**src/rtl/spi_flash_pkg.sv**
```systemverilog
// Shared opcodes, FSM state encoding and JEDEC helpers for the SPI flash responder.
// SPI_RESP_FASTREAD_EN adds the DUMMY state used by the 0x0B fast-read command.
package spi_flash_pkg;

    localparam logic [7:0]  OP_READ          = 8'h03;
    localparam logic [7:0]  OP_FREAD         = 8'h0B;
    localparam logic [7:0]  OP_RDID          = 8'h9F;
    localparam logic [7:0]  OP_RDSR1         = 8'h05;
    localparam logic [7:0]  STATUS_BYTE      = 8'h00;
    localparam logic [23:0] DEFAULT_JEDEC_ID = 24'hEF4016;

    typedef enum logic [2:0] {
        ST_IDLE,
        ST_CMD,
        ST_ADDR,
        ST_DATA,
        ST_IGNORE
`ifdef SPI_RESP_FASTREAD_EN
        , ST_DUMMY
`endif
    } state_t;

    typedef enum logic [1:0] {
        SRC_MEM,
        SRC_JEDEC,
        SRC_STATUS
    } src_t;

    // Byte idx of the ID, most significant first; past the third byte the master reads zeros.
    function automatic logic [7:0] jedec_byte(input logic [23:0] id, input logic [1:0] idx);
        case (idx)
            2'd0:    return id[23:16];
            2'd1:    return id[15:8];
            2'd2:    return id[7:0];
            default: return 8'h00;
        endcase
    endfunction

endpackage

```
**src/rtl/spi_sync_edge.sv**
```systemverilog
// Two-flop synchronizers for the asynchronous SPI pins plus single-cycle
// SCK rise/fall and chip-select fall/rise pulses, all in the MCLK domain.
module spi_sync_edge (
    input  logic clk_i,
    input  logic rst_ni,
    input  logic ncs_i,
    input  logic sck_i,
    input  logic mosi_i,
    output logic ncs_o,
    output logic mosi_o,
    output logic sck_rise_o,
    output logic sck_fall_o,
    output logic ncs_fall_o,
    output logic ncs_rise_o
);

    logic ncs_meta_q, ncs_q, ncs_prev_q;
    logic sck_meta_q, sck_q, sck_prev_q;
    logic mosi_meta_q, mosi_q;

    // Chip select resets to its idle (deasserted) level so reset release never fakes a fall.
    always_ff @(posedge clk_i or negedge rst_ni) begin
        if (!rst_ni) begin
            ncs_meta_q  <= 1'b1;
            ncs_q       <= 1'b1;
            ncs_prev_q  <= 1'b1;
            sck_meta_q  <= 1'b0;
            sck_q       <= 1'b0;
            sck_prev_q  <= 1'b0;
            mosi_meta_q <= 1'b0;
            mosi_q      <= 1'b0;
        end else begin
            ncs_meta_q  <= ncs_i;
            ncs_q       <= ncs_meta_q;
            ncs_prev_q  <= ncs_q;
            sck_meta_q  <= sck_i;
            sck_q       <= sck_meta_q;
            sck_prev_q  <= sck_q;
            mosi_meta_q <= mosi_i;
            mosi_q      <= mosi_meta_q;
        end
    end

    assign ncs_o      = ncs_q;
    assign mosi_o     = mosi_q;
    assign sck_rise_o = sck_q & ~sck_prev_q;
    assign sck_fall_o = ~sck_q & sck_prev_q;
    assign ncs_fall_o = ~ncs_q & ncs_prev_q;
    assign ncs_rise_o = ncs_q & ~ncs_prev_q;

endmodule

```
**src/rtl/spi_flash_responder.sv**
```systemverilog
// SPI mode-0 read-only flash responder (READ, RDID, RDSR1) backed by a memory read port.
// Define SPI_RESP_FASTREAD_EN to also accept FAST READ (0x0B) with 8 dummy clocks.
module spi_flash_responder
    import spi_flash_pkg::*;
#(
    parameter int          AW       = 22,
    parameter int          MEM_LAT  = 1,
    parameter logic [23:0] JEDEC_ID = DEFAULT_JEDEC_ID
) (
    input  logic          MCLK,
    input  logic          nRESET,
    input  logic          nCS,
    input  logic          CLK,
    input  logic          MOSI,
    output logic          MISO,
    output logic          MISO_OE,
    output logic [AW-1:0] MEMADDR,
    output logic          MEMRD,
    input  logic [7:0]    MEMDATA,
    output logic          BUSY
);

    logic ncs_s, mosi_s, sck_rise, sck_fall, ncs_fall, ncs_rise;

    spi_sync_edge u_sync (
        .clk_i      (MCLK),
        .rst_ni     (nRESET),
        .ncs_i      (nCS),
        .sck_i      (CLK),
        .mosi_i     (MOSI),
        .ncs_o      (ncs_s),
        .mosi_o     (mosi_s),
        .sck_rise_o (sck_rise),
        .sck_fall_o (sck_fall),
        .ncs_fall_o (ncs_fall),
        .ncs_rise_o (ncs_rise)
    );

    state_t             state_q, state_d;
    src_t               src_q, src_d;
    logic [4:0]         bit_cnt_q, bit_cnt_d;
    logic [7:0]         shift_q, shift_d;
    logic [23:0]        addr_q, addr_d;
    logic [7:0]         tx_q, tx_d;
    logic [1:0]         id_idx_q, id_idx_d;
    logic               miso_q, miso_d;
    logic               oe_q, oe_d;
    logic               memrd_q, memrd_d;
    logic [AW-1:0]      memaddr_q, memaddr_d;
    logic [MEM_LAT-1:0] rd_pipe_q, rd_pipe_d;

    // NOTE: every next-state signal gets its hold value first so no path through the case infers a latch.
    always_comb begin
        state_d   = state_q;
        src_d     = src_q;
        bit_cnt_d = bit_cnt_q;
        shift_d   = shift_q;
        addr_d    = addr_q;
        tx_d      = tx_q;
        id_idx_d  = id_idx_q;
        miso_d    = miso_q;
        memrd_d   = 1'b0;
        memaddr_d = memaddr_q;
        rd_pipe_d = MEM_LAT'({rd_pipe_q, memrd_q});

        if (rd_pipe_q[MEM_LAT-1] && src_q == SRC_MEM) tx_d = MEMDATA;
        if (sck_fall && state_q == ST_DATA) begin
            miso_d = tx_q[7];
            tx_d   = {tx_q[6:0], 1'b0};
        end

        case (state_q)
            ST_IDLE: begin
                if (ncs_fall) begin
                    state_d   = ST_CMD;
                    bit_cnt_d = 5'd0;
                end
            end
            ST_CMD: begin
                if (sck_rise) begin
                    shift_d   = {shift_q[6:0], mosi_s};
                    bit_cnt_d = bit_cnt_q + 5'd1;
                    if (bit_cnt_q == 5'd7) begin
                        bit_cnt_d = 5'd0;
                        case (shift_d)
                            OP_READ: state_d = ST_ADDR;
`ifdef SPI_RESP_FASTREAD_EN
                            OP_FREAD: state_d = ST_ADDR;
`endif
                            OP_RDID: begin
                                state_d  = ST_DATA;
                                src_d    = SRC_JEDEC;
                                tx_d     = jedec_byte(JEDEC_ID, 2'd0);
                                id_idx_d = 2'd1;
                            end
                            OP_RDSR1: begin
                                state_d = ST_DATA;
                                src_d   = SRC_STATUS;
                                tx_d    = STATUS_BYTE;
                            end
                            default: state_d = ST_IGNORE;
                        endcase
                    end
                end
            end
            ST_ADDR: begin
                if (sck_rise) begin
                    addr_d    = {addr_q[22:0], mosi_s};
                    bit_cnt_d = bit_cnt_q + 5'd1;
                    if (bit_cnt_q == 5'd23) begin
                        bit_cnt_d = 5'd0;
                        src_d     = SRC_MEM;
                        memaddr_d = addr_d[AW-1:0];
                        memrd_d   = 1'b1;
                        state_d   = ST_DATA;
`ifdef SPI_RESP_FASTREAD_EN
                        if (shift_q == OP_FREAD) state_d = ST_DUMMY;
`endif
                    end
                end
            end
`ifdef SPI_RESP_FASTREAD_EN
            ST_DUMMY: begin
                if (sck_rise) begin
                    bit_cnt_d = bit_cnt_q + 5'd1;
                    if (bit_cnt_q == 5'd7) begin
                        bit_cnt_d = 5'd0;
                        state_d   = ST_DATA;
                    end
                end
            end
`endif
            ST_DATA: begin
                if (sck_rise) begin
                    bit_cnt_d = bit_cnt_q + 5'd1;
                    if (bit_cnt_q == 5'd7) begin
                        bit_cnt_d = 5'd0;
                        addr_d    = addr_q + 24'd1;
                        case (src_q)
                            SRC_MEM: begin
                                memaddr_d = addr_d[AW-1:0];
                                memrd_d   = 1'b1;
                            end
                            SRC_JEDEC: begin
                                tx_d = jedec_byte(JEDEC_ID, id_idx_q);
                                if (id_idx_q != 2'd3) id_idx_d = id_idx_q + 2'd1;
                            end
                            default: tx_d = STATUS_BYTE;
                        endcase
                    end
                end
            end
            default: ;
        endcase

        // Chip-select release aborts whatever is in flight, including a partial byte.
        if (ncs_rise) begin
            state_d   = ST_IDLE;
            bit_cnt_d = 5'd0;
            memrd_d   = 1'b0;
            rd_pipe_d = '0;
        end

        oe_d = (state_d == ST_DATA);
        if (!oe_d) miso_d = 1'b0;
    end

    // NOTE: state registers use non-blocking assignments so every flop samples pre-edge values.
    always_ff @(posedge MCLK or negedge nRESET) begin
        if (!nRESET) begin
            state_q   <= ST_IDLE;
            src_q     <= SRC_MEM;
            bit_cnt_q <= '0;
            shift_q   <= '0;
            addr_q    <= '0;
            tx_q      <= '0;
            id_idx_q  <= '0;
            miso_q    <= 1'b0;
            oe_q      <= 1'b0;
            memrd_q   <= 1'b0;
            memaddr_q <= '0;
            rd_pipe_q <= '0;
        end else begin
            state_q   <= state_d;
            src_q     <= src_d;
            bit_cnt_q <= bit_cnt_d;
            shift_q   <= shift_d;
            addr_q    <= addr_d;
            tx_q      <= tx_d;
            id_idx_q  <= id_idx_d;
            miso_q    <= miso_d;
            oe_q      <= oe_d;
            memrd_q   <= memrd_d;
            memaddr_q <= memaddr_d;
            rd_pipe_q <= rd_pipe_d;
        end
    end

    assign MISO    = miso_q;
    assign MISO_OE = oe_q;
    assign MEMRD   = memrd_q;
    assign MEMADDR = memaddr_q;
    assign BUSY    = ~ncs_s;

endmodule

```
**config.mk**
```make
export PLATFORM = sky130hd
export DESIGN_NAME = spi_flash_responder
export DESIGN_NICKNAME = d
export VERILOG_FILES = /design/src/rtl/spi_flash_pkg.sv /design/src/rtl/spi_sync_edge.sv /design/src/rtl/spi_flash_responder.sv
export SDC_FILE = /design/constraint.sdc
export NUM_CORES = 1
export LEC_CHECK = 0
export ABC_AREA = 1
export ABC_CLOCK_PERIOD_IN_PS = 1700
export CAP_MARGIN = 20
export CORE_ASPECT_RATIO = 0.7
export CORE_MARGIN = 2
export CORE_UTILIZATION = 51
export CTS_BUF_LIST = sky130_fd_sc_hd__clkbuf_16
export DETAILED_ROUTE_END_ITERATION = 8
export GPL_ROUTABILITY_DRIVEN = 0
export GPL_TIMING_DRIVEN = 0
export PLACE_DENSITY = 0.78
export SYNTH_ARGS = -nofsm -noshare
export SYNTH_HDL_FRONTEND = slang
export SYNTH_HIERARCHICAL = 1
export SYNTH_SLANG_ARGS = --single-unit
```
**constraint.sdc**
```tcl
create_clock -name MCLK -period 1.7 [get_ports MCLK]
set_input_delay 0.425 -clock MCLK [delete_from_list [all_inputs] [get_ports MCLK]]
set_output_delay 0.425 -clock MCLK [all_outputs]
set_load 0.03 [all_outputs]
```
* After elaboration in Yosys (flattened, before gate mapping) *
Cells that the tools add are included.

operators by class
  add/sub/neg operators = 3
  equal/unequal tests = 28
  mux-type cells = 59
  bitwise operators = 8
  reductions and logical operators = 17

operator list
  cell                     number
  $mux W22                 5
  $mux W24                 3
  $mux W8                  6
  $pmux W24 S2             1
  $pmux W8 S2              3
  $pmux W22 S2             1
  $mux W5                  6
  $add A24 B1 Y24 const B  1
  $pmux W8 S3              1
  $mux W2                  11
  $mux W3                  6
  $ne A2 B2 Y1 const B     8
  $pmux W5 S3              1
  $pmux W2 S2              3
  $reduce_and A6 Y1        2
  $eq A3 B2 Y1 const B     3
  $mux W1                  9
  $ne A3 B3 Y1 const B     3
  $pmux W3 S3              1
  $eq A8 B2 Y1 const B     1
  $eq A8 B3 Y1 const B     1
  $eq A8 B8 Y1 const B     1
  $ne A2 B1 Y1 const B     4
  $reduce_and A4 Y1        2
  20 further kinds         32

storage, ports and cells
  register bits = 85
  bits of input ports = 13
  logic and storage cells = 135

* Longest topological paths before layout *
Gate-level depths: netlist (run 1).

  word-level depth = 9
  mapped depth = 11
  depth with buffers taken out = 11

* Hierarchy *
Netlist (run 1), hierarchy kept.

modules (own cells, without submodules)
  module               times used  cells each  area an instance (µm²)
  spi_flash_responder  1           604         4,285.4
  spi_sync_edge        1           16          234.0

* Least setup slack after synthesis (run 1) *
Ideal clock, no wire load.

  kind = register -> register
  start point = reg bit_cnt_q[1]
  end point = reg memaddr_q[11] (netlist: MEMADDR[11])
  arrival = 1.436 ns
  data required time = 1.582 ns
  setup slack = 0.146 ns
  cell stages (with the launch flop) = 12
  cell sequence = dfrtp_1 > ha_1 > nand2_2 > nor2_2 > nand2_1 > nand2_1 > inv_2 > nor3_4 > inv_2 > buf_6 > nand2_1 > nand2_1

between the ends
  cells in the longest elaborated chain, start to end = 3
  elaborated cells between the ends (all ways) = 5

RTL lines
  item                                                                  RTL line                                                text
  start: declaration                                                    spi_flash_responder.sv:41                               logic [4:0] bit_cnt_q, bit_cnt_d;
  start signal: assignment                                              spi_flash_responder.sv:186                              bit_cnt_q <= bit_cnt_d;
  $eq A5 B3 Y1 / $eq A5 B5 Y1 (equally long branches)                   spi_flash_responder.sv:136, spi_flash_responder.sv:110
  $ne A2 B1 Y1 (no source line) / $ne A2 B2 Y1 (equally long branches)  n/a
  $reduce_and A6 Y1 (no source line) (*)                                n/a
  end signal: assignment                                                spi_flash_responder.sv:194                              memaddr_q <= memaddr_d;
  end: declaration                                                      spi_flash_responder.sv:49                               logic [AW-1:0] memaddr_q, memaddr_d;

Every way passes the cells marked *; elsewhere a longest branch is shown, timed or not.
A chain may end at the register's enable or synchronous reset.

* Worst setup path after layout (run 1) *
  start point = reg bit_cnt_q[0]
  end point = reg memaddr_q[0] (netlist: MEMADDR[0])

Same word-level chain as after synthesis.

==> out/results.ini, run 1 <==
[power]
vdd_ir_drop_max_mv=0.4675
p_per_area_nw_per_um2=877.8
p_leak_nw=3.013
finalPower_w=0.005248

[synthesis]
synth_xor_area_frac=0.01744
seq_area_frac_synth=0.4604
yosysWarnings=6
synth_top_family_by_area=simple AND/OR/NAND/NOR gates
async_reset_ff_frac=1.000
synth_common_cells=nand2_1, dfrtp_1, inv_1
synth_edf_count=0
ys_seq_elements=83
synthAdderAreaFrac=0.01938
muxShareOfSynthArea=0
synth-main-ff-cell=dfrtp_1
synth_compound_area_frac=0.09524
synth_top_area_frac=0.4430
synth_top_cell_by_area=dfrtp_1
syn_area_um2=4519
synthTopCellsByArea=dfrtp_1, nand2_1, o21ai_0
yosys.cell_types.count=31
synthCells=620
syn_area_per_cell_um2=7.289
synth_most_common_cell=nand2_1
synth-simple-area-share=0.3225
synth_nets=640

[setup_path]
cp.required_ps=1930
path_buf_inv=3
worstPathArrival_ps=2020
slowest_stage=dfrtp_1
crit_chain=ha_4 -> nand2_4 -> nor2_4 -> nand2_2 -> nand2_2 -> inv_2 -> nor3_4 -> inv_4 -> buf_6 -> nand2_2 -> nand2_1
end_kind=register
crit_family=simple AND/OR/NAND/NOR gates
crit_fanout=7
crit_path_max_incr_delay_ps=400
criticalPathCategory=reg2reg
cp_common_cell=nand2_2
start_kind=register

[global_routing]
grt.overflow.total=0
grt_first_pass_wirelength_mm=19.29
grt.total_usage=0.2613
grt_pass1_vias=4039
grt_start_max_net_pins=46
antenna_found_initial=0

[timing]
tightest_slew_ps=529.8
tns_ps=-1617
setup_viol=22
setup_slack_ps=-96.59
finalHoldViolCount=0
max_freq_ghz=0.5566
rsz0062_at_grt=true
slew_headroom=0.6468
fin_crit_sh=1.057
finalMaxSlewViolations=0
clock_skew_ps=4.355
finalCriticalPeriod_ps=1797

[clock_network]
cts_sinks=83
cts_tree=done
cts_buffers=9
cts-htree-levels=3
clock_latency_ps=340
clk_pin_slew_ps=60
ctsRootBufferMaster=clkbuf_16
clockBufferDepth=2

[hold_path]
hp-class=in2async

[floorplanning]
die_h_um=82.76
num_io_pins=39
placementRows=28
die_area_um2=9643
core-area_um2=8513
die_x_um=116.5
start_util=0.5309

[status]
violations=setup timing
status=complete, but fails checks

[layout]
antennaDiodeCount=0
synthToLayoutAreaGrowth_pct=32.28
nets=721
drive_above_1_share=0.2266

[routing]
ant_nets=0
drt_iter0_drc=563
drc=0
vias=4663
wirelength_mm=13.04
routedWlPerCell_um=15.78
dr.pass1.iters=5
vias_per_cell=5.645

[placement]
dp.final_hpwl_mm=7.910
portBuffers=38

[run]
max_cap_viol_count=0

power by group:
| group | switching, W | leakage, nW | internal [W] | total, W |
|---|---|---|---|---|
| logic | 0.000605 | 1.78 | 0.000340 | 0.000945 |
| registers | 0.000128 | 1.08 | 0.00210 | 0.00223 |
| clock network | 0.000801 | 0.152 | 0.00127 | 0.00207 |
final timing paths:
path	from	to	slack [ps]	cells past startpoint
max	bit_cnt_q[0]	MEMADDR[0]	-100	11
max reg2reg	bit_cnt_q[0]	MEMADDR[0]	-100	11
min	nRESET	shift_q[5]	60	1
min reg2reg	u_sync/sck_meta_q	u_sync/sck_q	350	0
min in group MCLK	u_sync/sck_meta_q	u_sync/sck_q	350	0
max in group asynchronous	nRESET	u_sync/ncs_prev_q	980	2
through the flow:
step                      setup slack (ps)    util  hold WS (ps)  std cells  cell area, um^2
final                               -96.59  0.7022         62.67        826             5978
after global routing                -174.7  0.7022         95.39        826             5978
after CTS                           -91.80  0.6581         77.36        806             5603
after detailed placement            -177.1  0.5961         334.7        779             5075
after global placement               -2762  0.5932         335.4        778             5050
after floorplan                      146.2       -         129.4        620             4519
state kept, by name, summed over array words and instances, names as in the netlist, 2 cells and up:
name and cells:
shift_q 7, id_idx_q 2, tx_q 8, addr_q 22
MEMADDR 22, src_q 2, bit_cnt_q 5, state_q 3
worst register-to-register path, delay by kind of cell, from the launching register on:
kind,cells,cell delay (ps)
flops,1,400
fa+ha+maj,1,170
buf+inv,3,350
simple gates,7,760
routing by layer:
layer  wire (um)  track usage  vias to the layer above  part of all wire
met3        1478      0.05474                       50              0.11
met1        5353       0.3685                     2168              0.41
met5           0            0                        -                 0
met2        5834       0.3983                      315              0.45
li1            -            -                     2130                 -
met4         369       0.1000                        0             0.028
layout make-up:
cell class	count	area (um^2)
Fill cell	617	2535
Timing Repair Buffer	70	653.1
Clock buffer	9	225.2
Buffer	16	130.1
Multi-Input combinational cell	444	2349
Clock inverter	7	86.33
Inverter	77	296.5
Tap cell	120	150.1
Sequential cell	83	2088
repair_timing:
action,4_1_cts,5_1_grt
buffers inserted,9,19
hold buffers,0,0
resized for setup,82,62
pin swaps,17,19
cloned,2,1
endpoints found under the setup margin,81,66
kinds of logic (layout without fill, tap and decap cells):
kind of cell | after synthesis | count (layout)
flops | 83 | 83
fa+ha+maj | 7 | 7
compound gates | 83 | 83
simple gates | 345 | 345
xor+xnor | 9 | 9
buf+inv | 93 | 179
layout by cell type (no fill, tap or decap), drive strengths merged:
cell / synthesis / layout
dfstp: 3 / 3
o21bai: 1 / 1
clkbuf: 2 / 14
xor2: 8 / 8
nand3: 52 / 52
a21oi: 12 / 12
nand3b: 1 / 1
a2111oi: 1 / 1
nand4: 5 / 5
o22ai: 3 / 3
xnor2: 1 / 1
clkinvlp: 0 / 2
nand2: 215 / 215
buf: 14 / 44
clkdlybuf4s15: 0 / 1
dlygate4sd2: 0 / 25
clkdlybuf4s50: 0 / 11
a31oi: 1 / 1
dfrtp: 80 / 80
nor2: 55 / 55
inv: 76 / 78
bufinv: 0 / 2
clkinv: 1 / 2
o21ai: 65 / 65
nor3: 17 / 17
ha: 7 / 7
Note: power is estimated with default switching activity, not from simulation.
==> run 2, diff against run 1 <==
- TNS_END_PERCENT: default -> 1
==> run 2 against run 1 <==
Net effect:
- the flow still finishes with violations (setup timing)
- via count is 5.4% lower
- power fell by 2.7%
- worst hold slack got worse by 6.2 ps
- combinational power shrank 14%
- setup slack improved by 1.7 ps
- sequential share of layout area up 2.6 points
- utilization fell by 5.0 points
- clock skew hardly changed
- clock-buffer cell count unchanged
==> out/results.ini, run 2 (same netlist as run 1, synthesis figures left out) <==
[clock_network]
clock_latency_ps=340
cts-htree-levels=3
cts_tree=done
cts_buffers=9
clockBufferDepth=2
ctsRootBufferMaster=clkbuf_16
hold_buffers=0
cts_sinks=83
clk_pin_slew_ps=60

[routing]
drc=0
wirelength_mm=11.84
vias_per_cell=5.529
ant_nets=0
vias=4412
dr.pass1.iters=7
drt_iter0_drc=535
routedWlPerCell_um=14.84

[setup_path]
reg2regPathDepth=11
cp.required_ps=1930
crit_fanout=10
crit_path_end=MEMADDR[5]
r2r-end=MEMADDR[5]
criticalPathCategory=reg2reg
startpoint=bit_cnt_q[0]
path_buf_inv=3
crit_chain=ha_4 -> nand2_4 -> nor3_4 -> nor2_1 -> inv_2 -> nand2_4 -> nor3_4 -> inv_2 -> buf_6 -> nand2_1 -> nand2_1
end_kind=register
worst-path-stages=11
timing.rr.start=bit_cnt_q[0]
slowest_stage=dfrtp_1
start_kind=register
crit_family=simple AND/OR/NAND/NOR gates
crit_path_max_incr_delay_ps=420
rrSetupSlack_ps=-90
worstPathArrival_ps=2030

[placement]
dp.final_hpwl_mm=7.910
place_ws_ps=-177.1
portBuffers=38
placed_area_um2=5075

[timing]
rsz0062_at_grt=true
setup_slack_ps=-94.93
setup_viol=20
tns_ps=-1472
clock_skew_ps=4.411
tightest_slew_ps=528.2
max_freq_ghz=0.5571
fin_crit_sh=1.056
finalHoldViolCount=0
finalCriticalPeriod_ps=1795
finalMaxSlewViolations=0
slew_headroom=0.6478

[layout]
final_area_um2=5555
synthToLayoutAreaGrowth_pct=22.92
fin_util=0.6526
nFillCells=692
drive_above_1_share=0.1327
antennaDiodeCount=0
final_common_cell=nand2_1
layout_common_cells=nand2_1, dfrtp_1, inv_1
nets=693

[floorplanning]
num_io_pins=39
die_area_um2=9643
core-area_um2=8513
start_util=0.5309
die_x_um=116.5
placementRows=28
die_h_um=82.76

[global_routing]
grt_pass1_vias=3901
grt.overflow.total=0
grt.total_usage=0.2549
grt_start_max_net_pins=46
antenna_found_initial=0
grt_first_pass_wirelength_mm=18.77

[power]
switching_power_w=0.001468
p_int_w=0.003639
p_per_area_nw_per_um2=919.2
finalPower_w=0.005107
pwr-share-comb=0.159
vdd_ir_drop_max_mv=0.4716
seqPwrFrac=0.436
p_leak_nw=2.793
switching_share=0.2874
clock_power_share=0.405

[status]
status=complete, but fails checks
violations=setup timing

[hold_path]
hp-class=in2async

[run]
max_cap_viol_count=0

-- run 2: what timing repair did --
| item | 4_1_cts | 5_1_grt |
|---|---|---|
| setup endpoints to repair | 81 | 65 |
| resized for setup | 51 | 35 |
| pin swaps | 3 | 7 |
| buffers inserted | 2 | 1 |
| hold endpoints to repair | 0 | 0 |
-- run 2: power groups by stage --
stage               logic [W]  clock network, W  registers (W)
floorplan            0.000522                 0        0.00222
global route         0.000911           0.00217        0.00224
detailed placement   0.000731                 0        0.00225
global placement     0.000692                 0        0.00224
finish               0.000812           0.00207        0.00223
CTS                  0.000765           0.00209        0.00222
-- run 2: worst min path at each step --
stage | start | to | slack (ps) | depth (start not counted)
6_report | nRESET | shift_q[5] | 60 | 1
2_1_floorplan | nRESET | MEMADDR[0] | 130 | 0
3_5_place_dp | u_sync/mosi_meta_q | u_sync/mosi_o | 330 | 0
3_3_place_gp | u_sync/mosi_meta_q | u_sync/mosi_o | 340 | 0
4_1_cts | nRESET | u_sync/mosi_meta_q | 80 | 1
5_1_grt | nRESET | shift_q[5] | 90 | 1
-- run 2: layer usage --
layer  global-route usage  wire length (um)
met5                    0                 0
met2               0.3843              5230
met4              0.09286               154
met3              0.04964              1143
met1               0.3671              5312
-- run 2: final cells by class --
cell class,count,area (um^2),share of cell area
Buffer,16,110.1,0.01982
Tap cell,120,150.1,0.02703
Multi-Input combinational cell,444,2210,0.3977
Clock buffer,9,225.2,0.04054
Clock inverter,7,86.33,0.01554
Inverter,77,291.5,0.05248
Sequential cell,83,2085,0.3752
Timing Repair Buffer,42,397.9,0.07162
-- run 2: stage by stage --
stage / hold WS (ps) / std cells
floorplan: 129.4 / 620
finish: 56.47 / 798
global placement: 335.4 / 778
global route: 93.63 / 798
CTS: 77.36 / 797
detailed placement: 334.7 / 779
==> run 3, diff against run 2 <==
- SYNTH_HIERARCHICAL: 1 -> default
- TNS_END_PERCENT: 1 -> 50
==> run 3 against run 2 <==
Net effect:
- the flow still finishes with violations (setup timing)
- non-clock buffer count rose by 10
- combinational power up 3.6%
- worst hold slack got worse by 30 ps
- critical path type unchanged
- sequential power about the same
- largest cell class unchanged
- highest routed layer unchanged
- setup slack gained 67 ps
==> out/results.ini, run 3 <==
[placement]
portBuffers=38
dp.final_hpwl_mm=7.637
placed_area_um2=5141

[timing]
setup_viol=10
timing.hold.ws_ps=26.62
setup_slack_ps=-28.27
tns_ps=-147.5
slew_headroom=0.7034
finalMaxSlewViolations=0
rsz0062_at_grt=true
finalCriticalPeriod_ps=1728
clock_skew_ps=8.731
tightest_slew_ps=444.8
fin_crit_sh=1.017
finalHoldViolCount=0
max_freq_ghz=0.5786

[global_routing]
global_route.usage.met1=0.3285
grt.overflow.total=0
met3_usage=0.05838
globalRouteMet2Util=0.3440
antenna_found_initial=0
top_usage_layer=met2
grt_pass1_vias=3898
grt.total_usage=0.2302
grt_start_max_net_pins=52
grt_first_pass_wirelength_mm=18.29

[layout]
layout_common_cells=nand2_1, dfrtp_1, inv_1
nets=683
synthToLayoutAreaGrowth_pct=27.45
fin_util=0.6809
antennaDiodeCount=0
final_area_um2=5844
drive_above_1_share=0.1937
final_common_cell=nand2_1

[routing]
vias=4210
drc=0
routedWlPerCell_um=14.34
dr.pass1.iters=6
ant_nets=0
wirelength_mm=11.27
vias_per_cell=5.356
drt_iter0_drc=328

[setup_path]
start_kind=register
cp.required_ps=1940
reg2regPathDepth=10
criticalPathCategory=reg2reg
r2r-end=MEMADDR[10]
rrSetupSlack_ps=-30
timing.rr.start=bit_cnt_q[1]
crit_fanout=5
worstPathArrival_ps=1970
end_kind=register

[status]
status=complete, but fails checks
violations=setup timing

[synthesis]
synth_top_cell_by_area=dfrtp_1
synthTopCellsByArea=dfrtp_1, nand2_1, inv_1
synth_common_cells=nand2_1, dfrtp_1, inv_1
synth-main-ff-cell=dfrtp_1
synth_edf_count=0
syn_area_um2=4586
synth_most_common_cell=nand2_1
async_reset_ff_frac=1.000
syn_area_per_cell_um2=7.681
yosysWarnings=0
ys_seq_elements=83
yosys.cell_types.count=41
synth_top_area_frac=0.4366
seq_area_frac_synth=0.4538
synthCells=597
synth_nets=619

[hold_path]
hp-class=in2async

[floorplanning]
die_h_um=83.34
start_util=0.5343
core-area_um2=8583
die_x_um=117.3
die_area_um2=9778
num_io_pins=39
placementRows=28

[clock_network]
cts_tree=done
cts_buffers=9
clock_latency_ps=340
clockBufferDepth=2
clk_pin_slew_ps=60
cts_sinks=83
ctsRootBufferMaster=clkbuf_16
hold_buffers=0
cts-htree-levels=3

[run]
max_cap_viol_count=0

[power]
p_leak_nw=2.856
vdd_ir_drop_max_mv=0.5944
p_per_area_nw_per_um2=907.1

==> run 3: changes by cell type in the layout (fill, tap and decap cells not counted), sizes merged, moves of 9 or more <==
cell and change:
buf +9, o211ai +9, nand3 -16, nand2 +10, nor3 -11, inv -13
==> run 3: power breakdown <==
part	internal, W	switching [W]
clock	0.00143	0.000807
combinational	0.000280	0.000561
sequential	0.00210	0.000118
==> run 3: cells by family (layout without fill, tap and decap cells) <==
group / Yosys count / count (layout) / synth area share
DFF: 83 / 83 / 0.4538
xor gates and xnor gates: 7 / 7 / 0.01337
adders and majority gates: 9 / 9 / 0.02456
buffers and inverters: 82 / 151 / 0.07885
and+or+nand+nor: 329 / 329 / 0.3211
AOI/OAI and AO/OA: 87 / 87 / 0.1083
==> run 3: worst max path at each step <==
| stage | cells after the start | slack, ps | end | startpoint |
|---|---|---|---|---|
| floorplan | 8 | 130 | bit_cnt_q[3] | u_sync.ncs_o |
| global placement | 1 | -2700 | addr_q[21] | nRESET |
| detailed placement | 8 | -70 | tx_q[1] | bit_cnt_q[1] |
| CTS | 10 | 20 | tx_q[5] | bit_cnt_q[1] |
| global route | 10 | -150 | MEMADDR[10] | bit_cnt_q[1] |
| finish | 10 | -30 | MEMADDR[10] | bit_cnt_q[1] |
==> run 3: timing repair <==
action | CTS | global route
endpoints found under the hold margin | 0 | 0
gates resized for setup | 32 | 70
gates cloned | 0 | 1
setup endpoints to repair | 49 | 61
pin swaps | 1 | 15
buffers inserted | 0 | 13
==> run 3: area by class of cell <==
cell class,instances,area [um^2]
buffer,15,130.1
clock buffer,9,225.2
clock inverter,7,116.4
fill,643,2739
inverter,67,259.0
multi-input combinational,432,2359
sequential,83,2082
tap,120,150.1
timing repair buffer,53,523.0
==> run 3: through the flow <==
stage / total power [W] / instances / setup slack (ps)
5_1_grt: 0.005539 / 786 / -150.8
2_1_floorplan: 0.002768 / 597 / 129.2
3_5_place_dp: 0.003000 / 756 / -67.87
3_3_place_gp: 0.002947 / 755 / -2703
6_report: 0.005301 / 786 / -28.27
4_1_cts: 0.005264 / 772 / 15.45
==> run 3: worst max-delay path, stage by stage (launching register included) <==
cell       delay [ps]
dfrtp_1           400
ha_4              170
nand2_4            80
nor3_4            230
nand2_1           120
nand2_2            90
nand3_4           100
buf_8             160
clkbuf_16         160
nand2_2            50
nand2_1            50
==> run 3: per-layer routing <==
metal  up-vias  wire, um
met4         0       220
met1      1979      5258
met2       176      4891
met5         -         0
met3        19       898
li1       2036         -
